**src/rtl/cpu_types_pkg.sv**
```systemverilog
// Shared CPU/memory-system types: RAM handshake, arbiter FSM state and grant record.
package cpu_types_pkg;

  typedef logic [31:0] word_t;

  typedef enum logic [1:0] {FREE, BUSY, ACCESS, ERROR} ramstate_t;

  typedef enum logic {IDLE, SERVE} arb_state_t;
  typedef enum logic {SRC_I, SRC_D} arb_src_t;

  // Wide enough for the largest supported core count (2); CPUS = 1 simply keeps it at 0.
  localparam int unsigned CORE_W = 1;
  typedef logic [CORE_W-1:0] core_t;

  typedef struct packed {
    arb_src_t src;
    core_t    core;
  } grant_t;

  function automatic core_t rr_next(input core_t c, input int unsigned n);
    return (n > 1) ? core_t'((32'(c) + 32'd1) % n) : '0;
  endfunction

endpackage

```
**src/rtl/rr_pick.sv**
```systemverilog
// Round-robin picker: first requester at or after ptr_i, returned one-hot.
module rr_pick
  import cpu_types_pkg::*;
#(
  parameter int unsigned N = 2
) (
  input  logic [N-1:0] req_i,
  input  core_t        ptr_i,
  output logic [N-1:0] gnt_o,
  output logic         valid_o
);

  // Core c sits at offset i from the pointer when ptr == (c - i) mod N; all indices stay constant.
  always_comb begin
    gnt_o   = '0;
    valid_o = 1'b0;
    for (int unsigned i = 0; i < N; i++) begin
      for (int unsigned c = 0; c < N; c++) begin
        if (!valid_o && req_i[c] && (32'(ptr_i) == (c + N - i) % N)) begin
          gnt_o[c] = 1'b1;
          valid_o  = 1'b1;
        end
      end
    end
  end

endmodule

```
**src/rtl/mem_arbiter.sv**
```systemverilog
// Arbitrates per-core icache/dcache requests onto the single RAM port.
// Optional performance counters (grant_cnt/stall_cnt) under MEM_ARBITER_PERF_EN.
module mem_arbiter
  import cpu_types_pkg::*;
#(
  parameter int unsigned CPUS = 2
) (
  input  logic                 CLK,
  input  logic                 nRST,
  input  logic [CPUS-1:0]      iREN,
  input  word_t [CPUS-1:0]     iaddr,
  output logic [CPUS-1:0]      iwait,
  output word_t [CPUS-1:0]     iload,
  input  logic [CPUS-1:0]      dREN,
  input  logic [CPUS-1:0]      dWEN,
  input  word_t [CPUS-1:0]     daddr,
  input  word_t [CPUS-1:0]     dstore,
  output logic [CPUS-1:0]      dwait,
  output word_t [CPUS-1:0]     dload,
  output logic                 ramREN,
  output logic                 ramWEN,
  output word_t                ramaddr,
  output word_t                ramstore,
  input  word_t                ramload,
  input  ramstate_t            ramstate
`ifdef MEM_ARBITER_PERF_EN
  ,
  output word_t [CPUS*2-1:0]   grant_cnt,
  output word_t                stall_cnt
`endif
);

  arb_state_t      state_q, state_d;
  grant_t          grant_q, grant_d;
  core_t           irr_q, irr_d, drr_q, drr_d;
  logic [CPUS-1:0] dreq;
  logic [CPUS-1:0] i_gnt, d_gnt;
  logic            i_vld, d_vld;
  core_t           i_idx, d_idx;
  logic            live, done;

  assign dreq  = dREN | dWEN;
  assign iload = {CPUS{ramload}};
  assign dload = {CPUS{ramload}};

  rr_pick #(.N(CPUS)) u_ipick (.req_i(iREN), .ptr_i(irr_q), .gnt_o(i_gnt), .valid_o(i_vld));
  rr_pick #(.N(CPUS)) u_dpick (.req_i(dreq), .ptr_i(drr_q), .gnt_o(d_gnt), .valid_o(d_vld));

  always_comb begin
    i_idx = '0;
    d_idx = '0;
    for (int unsigned c = 0; c < CPUS; c++) begin
      if (i_gnt[c]) i_idx = core_t'(c);
      if (d_gnt[c]) d_idx = core_t'(c);
    end
  end

  // RAM side follows the granted source live; a withdrawn request blanks the bus at once.
  always_comb begin
    ramREN   = 1'b0;
    ramWEN   = 1'b0;
    ramaddr  = '0;
    ramstore = '0;
    iwait    = '1;
    dwait    = '1;
    live     = 1'b0;
    done     = 1'b0;
    if (state_q == SERVE) begin
      if (grant_q.src == SRC_D) begin
        live = dREN[grant_q.core] | dWEN[grant_q.core];
        if (live) begin
          ramWEN   = dWEN[grant_q.core];
          ramREN   = dREN[grant_q.core] & ~dWEN[grant_q.core];
          ramaddr  = daddr[grant_q.core];
          ramstore = dstore[grant_q.core];
        end
      end else begin
        live = iREN[grant_q.core];
        if (live) begin
          ramREN  = 1'b1;
          ramaddr = iaddr[grant_q.core];
        end
      end
      done = live && (ramstate == ACCESS);
      if (done) begin
        if (grant_q.src == SRC_D) dwait[grant_q.core] = 1'b0;
        else                      iwait[grant_q.core] = 1'b0;
      end
    end
  end

  always_comb begin
    state_d = state_q;
    grant_d = grant_q;
    irr_d   = irr_q;
    drr_d   = drr_q;
    if (state_q == IDLE) begin
      if (d_vld) begin
        grant_d = '{src: SRC_D, core: d_idx};
        state_d = SERVE;
      end else if (i_vld) begin
        grant_d = '{src: SRC_I, core: i_idx};
        state_d = SERVE;
      end
    end else begin
      if (!live || done || ramstate == ERROR) state_d = IDLE;
      if (done) begin
        if (grant_q.src == SRC_D) drr_d = rr_next(grant_q.core, CPUS);
        else                      irr_d = rr_next(grant_q.core, CPUS);
      end
    end
  end

  always_ff @(posedge CLK or negedge nRST) begin
    if (!nRST) begin
      state_q <= IDLE;
      grant_q <= '{src: SRC_I, core: '0};
      irr_q   <= '0;
      drr_q   <= '0;
    end else begin
      state_q <= state_d;
      grant_q <= grant_d;
      irr_q   <= irr_d;
      drr_q   <= drr_d;
    end
  end

`ifdef MEM_ARBITER_PERF_EN
  logic              stall;
  logic [CORE_W:0]   gidx;

  assign stall = (|(iREN & iwait)) | (|(dreq & dwait));
  assign gidx  = {grant_q.core, grant_q.src == SRC_D};

  always_ff @(posedge CLK or negedge nRST) begin
    if (!nRST) begin
      grant_cnt <= '0;
      stall_cnt <= '0;
    end else begin
      if (done && grant_cnt[gidx] != '1) grant_cnt[gidx] <= grant_cnt[gidx] + 32'd1;
      if (stall && stall_cnt != '1)      stall_cnt <= stall_cnt + 32'd1;
    end
  end
`endif

endmodule
```
**config.mk**
```make
export PLATFORM = sky130hd
export DESIGN_NAME = mem_arbiter
export DESIGN_NICKNAME = d
export VERILOG_FILES = /design/src/rtl/cpu_types_pkg.sv /design/src/rtl/rr_pick.sv /design/src/rtl/mem_arbiter.sv
export SDC_FILE = /design/constraint.sdc
export NUM_CORES = 1
export LEC_CHECK = 0
export CAP_MARGIN = 20
export CORE_AREA = 5 5 163 165
export CTS_CLUSTER_SIZE = 40
export DETAILED_ROUTE_END_ITERATION = 7
export DIE_AREA = 0 0 168 170
export SYNTH_ARGS = -nofsm -noshare
export SYNTH_HDL_FRONTEND = slang
export SYNTH_HIERARCHICAL = 1
export SYNTH_SLANG_ARGS = --single-unit
```
**constraint.sdc**
```tcl
create_clock -name CLK -period 4.6 [get_ports CLK]
set_input_delay 0.46 -clock CLK [delete_from_list [all_inputs] [get_ports CLK]]
set_output_delay 0.46 -clock CLK [all_outputs]
set_load 0.01 [all_outputs]
```
==> results.py <==
metrics = {
    "status": {
        "status": "completed",
    },
    "cts": {
        "clkTransAtPathRegs_ns": 0.03,
        "cts_sinks": 5,
        "clockRootBuffer": "clkbuf_16",
        "cts_hold_buf": 0,
        "post_cts_resized": 0,
        "cts_buffer_depth": 2,
        "insertion_delay_ns": 0.23,
        "cts_tree": "built",
        "cts_buffers": 3,
        "cts_setup_buffers": 0,
        "htreeDepth": 1,
    },
    "yosys": {
        "syn_nets": 593,
        "syn_inst": 359,
        "avgSynthCellArea_um2": 8.22,
        "syn_area_mm2": 0.00295,
        "ys_warn_count": 6,
    },
    "timing": {
        "setup_viol": 0,
        "period_minus_slack_ns": 3.40,
        "final_hold_viol_count": 0,
        "slew_violations": 0,
        "maxSlewHeadroom": 0.392,
        "timing.fmax_ghz": 0.295,
        "min_period_over_period": 0.738,
        "rsz0062_at_grt": "false",
        "tightestPinTransition_ns": 0.911,
        "fin_skew_ns": 0.00188,
        "fin_setup_tns_ns": 0,
    },
    "routing": {
        "wl_mm": 12.3,
        "drtIter0Drc": 30,
        "ant_nets": 0,
        "firstDrtPassIters": 4,
        "vias_per_cell": 3.51,
        "route.detailed.drc": 0,
        "wl_per_cell_um": 15.1,
        "vias": 2864,
    },
    "critical_path": {
        "critical_path_required_ns": 4.14,
        "worst-path-max-fanout": 64,
        "crit_path_start_kind": "input port",
        "critical_path_class": "in -> out",
        "cp-end-kind": "output pin",
        "arrival_ns": 2.94,
    },
    "die": {
        "core_area_mm2": 0.0249,
        "start_util": 0.119,
        "die_h_um": 170,
        "die_x_um": 168,
        "rows": 58,
        "dieArea_mm2": 0.0286,
        "io_pins": 432,
    },
    "pwr": {
        "power_density_mw_per_mm2": 388,
        "switchingPower_uw": 842,
        "internal-power_uw": 1140,
        "p_clk_frac": 0.072,
        "finalPower_uw": 1980,
        "netSwitchingFraction": 0.426,
        "vdd_drop_max_mv": 0.205,
        "p_seq_frac": 0.050,
        "pwr-share-comb": 0.878,
        "leakagePower_uw": 0.00181,
    },
    "global_routing": {
        "gr-total-overflow": 0,
        "grt_pass1_vias": 3017,
        "grt_max_degree": 65,
        "antenna_found_initial": 0,
        "grt_pass1_wl_mm": 17.3,
        "track_usage": 0.0759,
    },
    "placed_design": {
        "place_congestion": 0.787,
        "numPortBuffers": 271,
        "dp_hpwl_mm": 10.6,
    },
    "finish": {
        "num_antenna_cells": 0,
        "fin_nets": 722,
        "area_delta_synth_final_pct": 72.7,
        "drive_gt1_frac": 0.0862,
    },
    "hold_path": {
        "min_path_type": "in -> async",
    },
    "job": {
        "cap_violations": 0,
    },
}
-- area by class of cell --
cell class	count	area, um2
inverters	5	18.8
flip-flops and latches	5	129
clock buffers	4	78.8
fillers	2744	19800
repair buffers	274	2740
well taps	330	413
multi-input cells	199	1720
-- per-stage QoR --
step / worst slack, ns / hold WS [ns] / instance area, um2 / instances / util
floorplan: 2.64 / 0.164 / 2950 / 359 / -
global placement: 1.22 / 0.473 / 5020 / 813 / 0.202
detailed placement: 1.22 / 0.478 / 5020 / 813 / 0.202
CTS: 1.20 / 0.463 / 5090 / 817 / 0.205
global route: 1.08 / 0.483 / 5090 / 817 / 0.205
finish: 1.20 / 0.456 / 5090 / 817 / 0.205
-- cell usage in the layout, fill, tap and decap left out, drive strengths merged --
cell,instances
nand3,1
o21ai,3
nand3b,1
nand4b,1
or3,2
nor2,35
a22oi,1
buf,3
mux2,1
mux2i,97
o41ai,1
o22a,1
nand2b,2
inv,5
o32a,1
o22ai,33
dfrtp,5
or2,4
nor2b,3
or4b,1
a21boi,2
nand2,4
nor3b,1
a21bo,1
clkbuf,4
nor3,1
o21a,1
a21o,1
clkdlybuf4s50,271
-- worst max-delay path, cell delays in order --
cell and delay [ns]:
clkdlybuf4s50_1 0.49, nor3b_1 0.38, or3_4 0.79, o22ai_2 0.21, clkdlybuf4s50_1 0.54
-- power groups by stage --
stage	sequential, uW	clock [uW]	combinational [uW]
global route	104	146	1870
global placement	100	0	1770
finish	98.7	142	1740
detailed placement	99.1	0	1770
floorplan	78.9	0	1130
CTS	99.1	143	1780
-- final timing paths --
path                            slack [ns]              startpoint                endpoint  cells after the start
worst max-delay path                  1.20                 dWEN[1]             ramaddr[27]                      5
worst min-delay path                  0.46                    nRST  grant_q[0]$_DFFE_PN0P_                      1
worst max register to register        2.84  grant_q[0]$_DFFE_PN0P_       irr_q$_DFFE_PN0P_                      4
worst min register to register        0.48       irr_q$_DFFE_PN0P_       irr_q$_DFFE_PN0P_                      1
max in group asynchronous             3.93                    nRST  grant_q[0]$_DFFE_PN0P_                      1
min in group CLK                      0.48       irr_q$_DFFE_PN0P_       irr_q$_DFFE_PN0P_                      1
-- registers in the layout (all words and copies together), names as in the netlist --
signal / cells
grant_q: 2
irr_q: 1
state_q: 1
drr_q: 1
-- routing by layer --
metal / wire (um) / GRT usage / vias up
li1: - / - / 1373
met1: 4420 / 0.0807 / 1213
met2: 5850 / 0.133 / 227
met3: 1570 / 0.0307 / 51
met4: 483 / 0.0339 / 0
met5: 0 / 0 / -
No activity file was read; power rests on OpenSTA's default activity.
